## config.mk

```make
export PLATFORM = sky130hd
export DESIGN_NAME = barrel_shifter
export DESIGN_NICKNAME = d
export VERILOG_FILES = /design/src/rtl/barrel_shifter.sv
export SDC_FILE = /design/constraint.sdc
export NUM_CORES = 1
export LEC_CHECK = 0
export ABC_AREA = 1
export CAP_MARGIN = 10
export CORE_AREA = 2 2 39 41
export DETAILED_ROUTE_END_ITERATION = 16
export DIE_AREA = 0 0 41 43
export GPL_ROUTABILITY_DRIVEN = 1
export SLEW_MARGIN = 5
export SYNTH_ARGS = -nofsm -noshare
export SYNTH_HDL_FRONTEND = slang
export SYNTH_SLANG_ARGS = --single-unit
```

## constraint.sdc

```tcl
create_clock -name clk -period 0.95 [get_ports clk]
set_input_delay 0.1425 -clock clk [delete_from_list [all_inputs] [get_ports clk]]
set_output_delay 0.1425 -clock clk [all_outputs]
set_load 0.005 [all_outputs]
```

## src/rtl/barrel_shifter.sv

```systemverilog
// -----------------------------------------------------------------------------
// barrel_shifter
//
// Combinational barrel shifter/rotator followed by a single output register.
// A SIZE-bit word is shifted or rotated left or right by 0..SIZE-1 positions,
// with exactly one clock cycle of latency and a new operation every cycle.
//
// Both directions share one right-moving chain of log2(SIZE) mux stages.
// Left operations bit-reverse the word on the way in and on the way out,
// so a right move on the reversed word is a left move on the original.
//
// Optional feature (compile-time macro ARITH_SHIFT_EN):
//   defined   - a right logical shift (sr=0, direction=1) becomes arithmetic,
//               filling vacated MSBs with input[SIZE-1].
//   undefined - right shifts always zero-fill.
//   The port list is identical in both builds.
//
// Parameters:
//   SIZE  data width in bits, power of two, >= 2 (default 4)
//   SHW   derived shift-amount width, $clog2(SIZE); not overridable
//
// Ports:
//   clk                           rising-edge clock
//   rst_n                         asynchronous active-low reset
//   barrelShifter_port_input      [SIZE-1:0] data word
//   barrelShifter_port_sr         0 = logical shift, 1 = rotate
//   barrelShifter_port_shift      [SHW-1:0]  unsigned amount
//   barrelShifter_port_direction  0 = left (toward MSB), 1 = right (toward LSB)
//   barrelShifter_port_output     [SIZE-1:0] registered result
// -----------------------------------------------------------------------------
module barrel_shifter #(
  parameter  int SIZE = 4,
  localparam int SHW  = $clog2(SIZE)
) (
  input  logic            clk,
  input  logic            rst_n,
  input  logic [SIZE-1:0] barrelShifter_port_input,
  input  logic            barrelShifter_port_sr,
  input  logic [SHW-1:0]  barrelShifter_port_shift,
  input  logic            barrelShifter_port_direction,
  output logic [SIZE-1:0] barrelShifter_port_output
);

  function automatic logic [SIZE-1:0] bit_reverse(input logic [SIZE-1:0] word);
    logic [SIZE-1:0] rev;
    rev = '0;
    for (int i = 0; i < SIZE; i++) begin
      rev[i] = word[SIZE-1-i];
    end
    return rev;
  endfunction

  // Value shifted into vacated positions during a non-rotating move.
  // On the left path this is always 0, since the left path never sets it.
  logic fill;
`ifdef ARITH_SHIFT_EN
  assign fill = ~barrelShifter_port_sr & barrelShifter_port_direction
              & barrelShifter_port_input[SIZE-1];
`else
  assign fill = 1'b0;
`endif

  // stage[k] is the word entering mux stage k; stage[SHW] is the final word.
  logic [SIZE-1:0] stage [SHW+1];
  logic [SIZE-1:0] result;

  assign stage[0] = barrelShifter_port_direction ? barrelShifter_port_input
                                                 : bit_reverse(barrelShifter_port_input);

  for (genvar k = 0; k < SHW; k++) begin : g_stage
    localparam int STEP = 1 << k;
    logic [SIZE-1:0] moved;

    // Bits within range take their neighbour STEP positions up; bits at the
    // top either wrap around (rotate) or take the fill value (shift).
    for (genvar i = 0; i < SIZE; i++) begin : g_bit
      if (i + STEP < SIZE) begin : g_inside
        assign moved[i] = stage[k][i+STEP];
      end else begin : g_wrap
        assign moved[i] = barrelShifter_port_sr ? stage[k][i+STEP-SIZE] : fill;
      end
    end

    assign stage[k+1] = barrelShifter_port_shift[k] ? moved : stage[k];
  end

  assign result = barrelShifter_port_direction ? stage[SHW] : bit_reverse(stage[SHW]);

  // NOTE: sequential state uses non-blocking assignments so every register
  // samples pre-edge values; the asynchronous clear sits in the sensitivity list.
  always_ff @(posedge clk or negedge rst_n) begin
    if (!rst_n) begin
      barrelShifter_port_output <= '0;
    end else begin
      barrelShifter_port_output <= result;
    end
  end

endmodule

```

Word-level counts from Yosys, hierarchy flattened
Cells that the tools add are included.
{ "word_totals": {"elab_cells": 8, "inputBits": 10, "reg_bits": 4, "out_inout_bits": 4} }
{ "op_classes": {"muxes": 7} }
{ "op_table": {"columns": ["op", "n"], "rows": [
  ["$mux W4", 4],
  ["$mux W1", 3]
]} }

Depth between registers and ports, before layout
Gate-level depths: netlist (run 1).
{ "depth": {"word_depth": 6, "ltp_mapped": 10, "ltp_nobuf": 9} }

Worst setup path after synthesis (run 1)
OpenSTA, ideal clock, no wires.
{ "synth_timing": {"path_kind": "input port to flip-flop", "startpoint": "input barrelShifter_port_direction", "endpoint": "register barrelShifter_port_output[3]", "setup_time_ns": 0.116, "arrival_time_ns": 0.676, "n_path_buf": 1, "required_ns": 0.834, "path_stages": 10, "path_slack_ns": 0.157, "path_cell_list": "buf_6 inv_8 nand2_4 nand2_2 nand2_2 nand2_1 nand2_1 nand2_1 nand2_1 nand2_1"} }
{ "synth_via": {"elab_chain_len": 5, "word_cells_on_any_way": 6, "cone_classes": "mux (6)"} }
{ "synth_rtl": {"columns": ["element", "line", "source"], "rows": [
  ["start: declaration", "40", "input logic barrelShifter_port_direction,"],
  ["$mux W4", "67", "assign stage[0] = barrelShifter_port_direction ? barrelShifter_port_input"],
  ["$mux W1 or $mux W4 (tied branches)", "80, 84", null],
  ["$mux W4 or $mux W1 (tied branches)", "84, 80", null],
  ["$mux W4", "84", "assign stage[k+1] = barrelShifter_port_shift[k] ? moved : stage[k];"],
  ["$mux W4 *", "87", "assign result = barrelShifter_port_direction ? stage[SHW] : bit_reverse(stage[SHW]);"],
  ["named net result[3]", "65", "logic [SIZE-1:0] result;"],
  ["end signal: assignment", "95", "barrelShifter_port_output <= result;"],
  ["end: declaration", "41", "output logic [SIZE-1:0] barrelShifter_port_output"]
]} }
The timed path passes the listed nets; every way through them passes the cells marked *.

Final worst setup path (run 1)
{ "layout_timing": {"startpoint": "input barrelShifter_port_direction", "endpoint": "register barrelShifter_port_output[2]"} }
Same word-level chain as after synthesis.

==> results.toml, run 1 <==
[synthesis]
synth_flop_cell = "dfrtp_1"
ys_seq_area_share_pct = 26.4
yosysUniqueCellTypes = 10
netlist_instances = 58
netlist_top_cells_count = "nand2_1, nand3_1, nand2_2, inv_1"
netlist.area_leader.share_pct = 26.4
yosysMostFrequentCell = "nand2_1"
ys_seq_elements = 4
syn_nets = 68
synth_area_leader_cell = "dfrtp_1"
syn_avg_cell_area_um2 = 6.54
async_reset_ff_share_pct = 100
synth.area.top_cells = "dfrtp_1, nand2_1, nand3_1"
synthesis.yosys.warnings = 0
synth_edf_count = 0
synth_area_um2 = 379

[timing]
tns_ns = 0
finalCritPeriodShare_pct = 91.7
maxSlewViolCount = 0
final-hold-violation-count = 0
min_period_ns = 0.871
relSlewSlack_pct = 83.7
setup_slack_ns = 0.0787
rsz0062_at_grt = "no"
fmax_mhz = 1150
worst_pin_slew_ns = 0.245
setup_viol = 0

[die]
chipHeight_um = 43
rows = 14
start_util_pct = 27.4
die_w_um = 41
core_um2 = 1380
dieArea_um2 = 1760
io_pins = 14

[power]
leakage_nw = 0.377
finalPower_mw = 0.618
p_per_area_nw_per_um2 = 1020
ir_drop_v = 0.000247

[hold_path]
hold_class = "in2async"

[place]
place_ws_ns = -0.433
io_buffers = 13
gp_congestion = 0.821
dpl.hpwl_um = 691

[setup_path]
worstPathArrival_ns = 0.99
end_kind = "flip-flop"
path_max_fanout = 7
crit_type = "in2reg"
startpoint_type = "input port"
critPathRequiredTime_ns = 1.06

[route]
drtIter0Drc = 6
vias = 438
drt-total-wl_um = 869
drtPass1Iterations = 4
drc_errors = 0
wl_per_cell_um = 9.24
via_per_inst = 4.66
detail-route-antenna-nets = 0

[cts]
cts.reportedPaths.clkPinSlew_ns = 0.04
cts_tree = "yes"
cts.sinks = 4
clockBufferDepth = 2
root_buffer = "clkbuf_4"
hold_buffers = 0
cts_buffers = 3
htreeDepth = 1

[global_routing]
grt_pass1_wl_um = 1550
grt.total_usage_pct = 13.1
antenna_found_initial = 0
grt_max_degree = 8
grt.overflow.total = 0
grt_pass1_vias = 412

[layout]
top_register = "barrelShifter_port_output"
fillers = 147
area_growth_pct = 59.1
drive_gt1_share_pct = 42.3
final_nets = 90
reg_top3 = "barrelShifter_port_output x4"
antennaDiodeCount = 0
largest_register_ffs = 4

[status]
status = "complete, no violations"

[run]
drv_cap = 0
placed cells by master, fill, tap and decap left out, drive strengths merged:
cell / count
inv: 7
buf: 5
nand2: 31
dlymetal6s2s: 5
dfrtp: 4
clkbuf: 7
nand3: 15
clkdlybuf4s50: 1
dlygate4sd2: 3
report_power, final:
group          switching [mW]  internal, mW  total, mW  leakage [nW]
Sequential            0.00483         0.191      0.196        0.0494
Combinational           0.117        0.0999      0.217         0.314
Clock                  0.0640         0.141      0.205        0.0138
worst max-delay path, stage by stage:
cell and delay (ns):
dlygate4sd2_1 0.24, buf_6 0.14, nand2_2 0.09, nand3_2 0.10, nand3_1 0.11, nand2_2 0.07, nand2_1 0.05, nand2_1 0.05
what timing repair did:
| item | CTS | global route |
|---|---|---|
| pin swaps | 4 | 4 |
| gates resized for setup | 17 | 12 |
| endpoints found under the setup margin | 8 | 8 |
| buffers inserted | 1 | 0 |
final cells by class:
class	count	area [um2]	area share, %
multi-input combinational	46	267	44.2
timing repair buffer	18	160	26.6
sequential	4	100	16.6
inverter	7	33.8	5.60
clock buffer	3	22.5	3.73
tap	16	20.0	3.32
stage by stage:
| step | cells | hold slack [ns] | util, % | cell area, um2 |
|---|---|---|---|---|
| finish | 94 | 0.110 | 43.6 | 603 |
| global route | 94 | 0.101 | 43.6 | 603 |
| CTS | 94 | 0.106 | 43.4 | 601 |
| detailed placement | 90 | 0.359 | 39.6 | 548 |
| global placement | 90 | 0.353 | 39.6 | 548 |
| floorplan | 58 | -0.153 | - | 379 |
worst paths after layout:
kind	from	to	slack, ns	depth (start not counted)
max in group asynchronous	rst_n	barrelShifter_port_output[2]	0.68	1
worst max-delay path	barrelShifter_port_direction	barrelShifter_port_output[2]	0.08	8
min in group clk	barrelShifter_port_shift[1]	barrelShifter_port_output[1]	0.36	4
worst min-delay path	rst_n	barrelShifter_port_output[0]	0.11	1
layer usage:
metal	vias to the layer above	global-route usage, %	wire length (um)
met4	0	10.0	0
met5	-	0	0
met1	200	13.0	314
li1	224	-	-
met3	0	3.14	66
met2	14	21.6	487
cells by family (layout without fill, tap and decap cells):
| family | Yosys count | after routing | synth area share (%) |
|---|---|---|---|
| flops | 4 | 4 | 26.4 |
| simple gates | 46 | 46 | 61.7 |
| buf+inv | 8 | 28 | 11.9 |
Power figures use the tool's default switching activity.
==> run 2: changes to the inputs <==
SLEW_MARGIN = 40   (was 5)
==> results of run 2 <==
The final DEF is identical to that of run 1; final timing and power are the same.
==> patch 1: new RTL, config.mk and constraints of run 2 <==
The option `ARITH_SHIFT_EN` is turned on by a define.
--- a/src/rtl/barrel_shifter.sv
+++ b/src/rtl/barrel_shifter.sv
@@ -28,6 +28,8 @@
 //   barrelShifter_port_direction  0 = left (toward MSB), 1 = right (toward LSB)
 //   barrelShifter_port_output     [SIZE-1:0] registered result
 // -----------------------------------------------------------------------------
+`define ARITH_SHIFT_EN
+
 module barrel_shifter #(
   parameter  int SIZE = 4,
   localparam int SHW  = $clog2(SIZE)
Formal check against the unedited RTL: not equivalent (Yosys sat finds a counterexample within 4 cycles, from zero or initial values and one cycle with rst_n low).
==> patch 1 against run 2 <==
- global-route usage is 1.7 points lower
- count of clock-buffer cells in the layout stayed put
- cell area is 1.5% higher
- routed wire length is 7.4% lower
- synthesized area is 1.7% lower
- setup slack better by 0.0085 ns
- sequential cell count stayed put
- power is 3.3% higher
- critical endpoint is now barrelShifter_port_output[0]
- largest cell class unchanged
==> patch 1: results (changes against run 2) <==
dp_hpwl_um: 694  # was 691 µm
antenna_cells: 0  # unchanged
synth-xor-area-share: 0  # unchanged
nNetsFinal: 88  # was 90
htree_levels: 1  # unchanged
grt_pass1_vias: 385  # was 412
grt_pass1_wl_um: 1370  # was 1550 µm
antenna_found_initial: 0  # unchanged
ys_top_cells_by_count: "nand2_1, nand3_1, dfrtp_1, inv_1, nand2_2"  # was nand2_1, nand3_1, nand2_2
slew_headroom: 0.871  # was 0.837
synth-compound-area-share: 0.0235  # was 0
synthArstFlopShare: 1.00  # unchanged
clock-root-buffer: "clkbuf_4"  # unchanged
port_buffers: 13  # unchanged
fillCellCount: 173  # was 147
synth_top_cells_by_area: "dfrtp_1, nand2_1, nand3_1"  # unchanged
synthMuxAreaShare: 0  # unchanged
status: "finished, final reports clean"  # unchanged
top_regs: "barrelShifter_port_output x4"  # unchanged
cts_made_buffers: 3  # unchanged
ys_seq_area_frac: 0.268  # was 0.264
drc: 0  # unchanged
ctsLongestPathBuffers: 2  # unchanged
viasPerCell: 4.49  # was 4.66
hold_path_class: "primary input to async pin"  # unchanged
grt_max_degree: 7  # was 8
cts.clk_slew.worst_paths_ns: 0.04  # about the same
wl_per_cell_um: 8.75  # was 9.24 µm
yosysUniqueCellTypes: 13  # was 10
yosys_warnings: 0  # unchanged
place_area_um2: 549  # was 548 µm²
power_switching_mw: 0.198  # was 0.186 mW
hold_ws_ns: 0.111  # was 0.110 ns
pre_cts_ws_ns: -0.455  # was -0.433 ns
synthAdderAreaFrac: 0  # unchanged
p_leak_nw: 0.330  # was 0.377 nW
drtIter0Drc: 5  # was 6
place_congestion: 0.741  # was 0.821
grt_usage: 0.114  # was 0.131
drive_gt1_frac: 0.526  # was 0.423
syn-num-nets: 66  # was 68
drt_pass1_iterations: 2  # was 4
min_period_over_period: 0.908  # was 0.917
cp_max_fo: 6  # was 7
ir_drop_mv: 0.324  # was 0.247 mV
[patch 1: cell count changes after synthesis]
| cell | change |
|---|---|
| nand2_2 | -3 |
| o21ai_2 | +1 |
| nand2_4 | +1 |
| nor2_2 | +1 |
| nand2_1 | -3 |
| nor2_4 | +1 |
| nand3_1 | +4 |
| inv_2 | -1 |
| nand3_2 | -3 |
| nor2_1 | +1 |
| inv_1 | -1 |
[patch 1: per-layer routing]
layer / vias up / part of all wire / GRT usage
met5: - / 0 / 0
met4: 0 / 0 / 0.0600
met3: 0 / 0.063 / 0.0314
met2: 12 / 0.56 / 0.197
met1: 180 / 0.37 / 0.115
li1: 221 / - / -
[patch 1: kinds of logic (layout without fill, tap and decap cells)]
kind of cell	after synthesis	after routing
simple gates	45	45
flops	4	4
buf+inv	6	26
compound gates	1	1
[patch 1: cell type report]
class                      count  area [µm²]  share of cell area
clock buffer                   3        22.5              0.0368
sequential                     4         100               0.164
tap                           16        20.0              0.0327
timing repair buffer          18         150               0.245
inverter                       5        26.3              0.0429
multi-input combinational     46         293               0.479
[patch 1: per-stage QoR]
step	std cells	power (mW)
detailed placement	89	0.436
CTS	92	0.657
global placement	89	0.432
finish	92	0.638
global route	92	0.707
floorplan	56	0.319
[patch 1: timing repair]
item	CTS	global route
endpoints found under the hold margin	0	0
pin swaps	11	6
setup endpoints to repair	8	8
resized for setup	31	10
hold buffers	0	0
buffers inserted	0	0
[patch 1: power groups by stage]
stage	Combinational (mW)	Sequential, mW	Clock, mW
floorplan	0.116	0.202	0
global placement	0.234	0.198	0
detailed placement	0.237	0.199	0
CTS	0.241	0.197	0.219
global route	0.266	0.199	0.242
finish	0.236	0.196	0.206
[patch 1: final timing paths]
kind                                         startpoint                      endpoint  depth (start not counted)
max in group asynchronous                         rst_n  barrelShifter_port_output[1]                          1
worst max-delay path       barrelShifter_port_direction  barrelShifter_port_output[0]                         10
min in group clk            barrelShifter_port_shift[1]  barrelShifter_port_output[1]                          5
worst min-delay path                              rst_n  barrelShifter_port_output[0]                          1
[patch 1: worst max-delay path, cell delays in order]
cell and delay (ns):
clkdlybuf4s15_1 0.17, buf_6 0.14, nand2_4 0.08, nor2_4 0.04
nor2_2 0.11, nand2_2 0.07, nand2_2 0.06, nand2_2 0.06
nand3_2 0.05, nand2_1 0.05
==> patch 2: new RTL, flow settings as in run 2 <==
Without the edit above. Reset style: synchronous (`rst_n`), changed in one clocked block. Comments in the files are not updated.
--- a/src/rtl/barrel_shifter.sv
+++ b/src/rtl/barrel_shifter.sv
@@ -88,7 +88,7 @@
 
   // NOTE: sequential state uses non-blocking assignments so every register
   // samples pre-edge values; the asynchronous clear sits in the sensitivity list.
-  always_ff @(posedge clk or negedge rst_n) begin
+  always_ff @(posedge clk) begin
     if (!rst_n) begin
       barrelShifter_port_output <= '0;
     end else begin
Formal check against the unedited RTL: differs if rst_n is asserted again (counterexample within 4 cycles, from zero or initial values and one cycle with rst_n low); with rst_n held inactive, the same outputs for 10 cycles.
==> patch 2 against run 2 <==
- combinational power decreased by 11%
- non-clock buffer count decreased by 1
- clock power decreased by 3%
- synthesized cell count increased by 3.4%
- cell area decreased by 9.8%
- sequential cell count unchanged
- setup slack got worse by 0.033 ns
- synthesized area decreased by 13%
- core utilization decreased by 4.2 points
- power decreased by 6.4%
- critical path depth decreased by 7
- routed wire length decreased by 3.5%
==> patch 2: results (changes against run 2) <==
status: "finished, final reports clean"  # unchanged
wl_per_cell_um: 8.83  # was 9.24 µm
gr-usage-met2: 0.197  # was 0.216
nNetsFinal: 91  # was 90
cp_max_fo: 1  # was 7
wl_met2_um: 421  # was 487 µm
dp_hpwl_um: 667  # was 691 µm
ys_top_cells_by_count: "nand2_1, nand3_1, nor2_1"  # was nand2_1, nand3_1, nand2_2
path_delay_family: "flip-flops"  # was simple AND/OR/NAND/NOR gates
worstMarginPinSlew_ns: 0.158  # was 0.245 ns
syn-num-nets: 70  # was 68
hold_ws_ns: 0.440  # was 0.110 ns
placed_cells: 92  # was 90
viasPerCell: 4.59  # was 4.66
hold_path_class: "primary input to register"  # was primary input to async pin
synthArstFlopShare: 0  # was 1.00
powerDensity_mw_per_mm2: 1060  # was 1020 mW/mm²
cts_setup_buffers: 0  # was 1
min_period_over_period: 0.951  # was 0.917
finalWirelength_um: 839  # was 869 µm
grt_pass1_wl_um: 1440  # was 1550 µm
max_stage_delay_ns: 0.29  # was 0.24 ns
startpoint: "barrelShifter_port_output[2]"  # was barrelShifter_port_direction
p_leak_nw: 0.322  # was 0.377 nW
cts_made_buffers: 3  # unchanged
cp_slowest_cell: "dfxtp_1"  # was dlygate4sd2_1
grt_use_met1: 0.133  # was 0.130
wl_met1_um: 382  # was 314 µm
fillCellCount: 157  # was 147
crit_end: "barrelShifter_port_output[2]"  # unchanged
synth_flop_cell: "dfxtp_1"  # was dfrtp_1
synth_top_cells_by_area: "nand3_1, dfxtp_1, nand2_1"  # was dfrtp_1, nand2_1, nand3_1
place_congestion: 0.827  # was 0.821
drtIter0Drc: 4  # was 6
top_regs: "barrelShifter_port_output x4"  # unchanged
yosysUniqueCellTypes: 8  # was 10
ys_seq_area_frac: 0.243  # was 0.264
ir_drop_mv: 0.275  # was 0.247 mV
cts_resized: 16  # was 17
pre_cts_ws_ns: -0.460  # was -0.433 ns
arrival_ns: 0.76  # was 0.99 ns
wl_met3_um: 36  # was 66 µm
place_area_um2: 498  # was 548 µm²
grt_usage: 0.114  # was 0.131
port_buffers: 13  # unchanged
drt_pass1_iterations: 5  # was 4
drive_gt1_frac: 0.266  # was 0.423
use_met3: 0  # was 0.0314
synth_area_per_cell_um2: 5.48  # was 6.54 µm²
grt_pass1_vias: 390  # was 412
==> patch 2: cell types whose count changed in the layout (fill, tap and decap cells not counted), sizes merged, moves of 2 or more <==
cell,run 2,this run
nand2,31,23
dlymetal6s2s,5,2
dfxtp,0,4
dfrtp,4,0
nor2,0,8
dlygate4sd2,3,8
nand3,15,17
clkbuf,7,5
==> patch 2: final cells by class <==
cell class,count,share of cell area
Clock buffer,3,0.0414
Sequential cell,4,0.147
Multi-Input combinational cell,48,0.439
Tap cell,16,0.0368
Timing Repair Buffer,17,0.274
Inverter,7,0.0621
==> patch 2: cell families (layout without fill, tap and decap cells) <==
kind of cell	after synthesis	in the layout	synth area share
flip-flops	4	4	0.243
AND/OR/NAND/NOR	48	48	0.627
buffers and inverters	8	27	0.129
==> patch 2: report_power, final <==
group / switching [mW] / internal [mW]
Clock: 0.0580 / 0.140
Sequential: 0.00237 / 0.183
Combinational: 0.104 / 0.0902
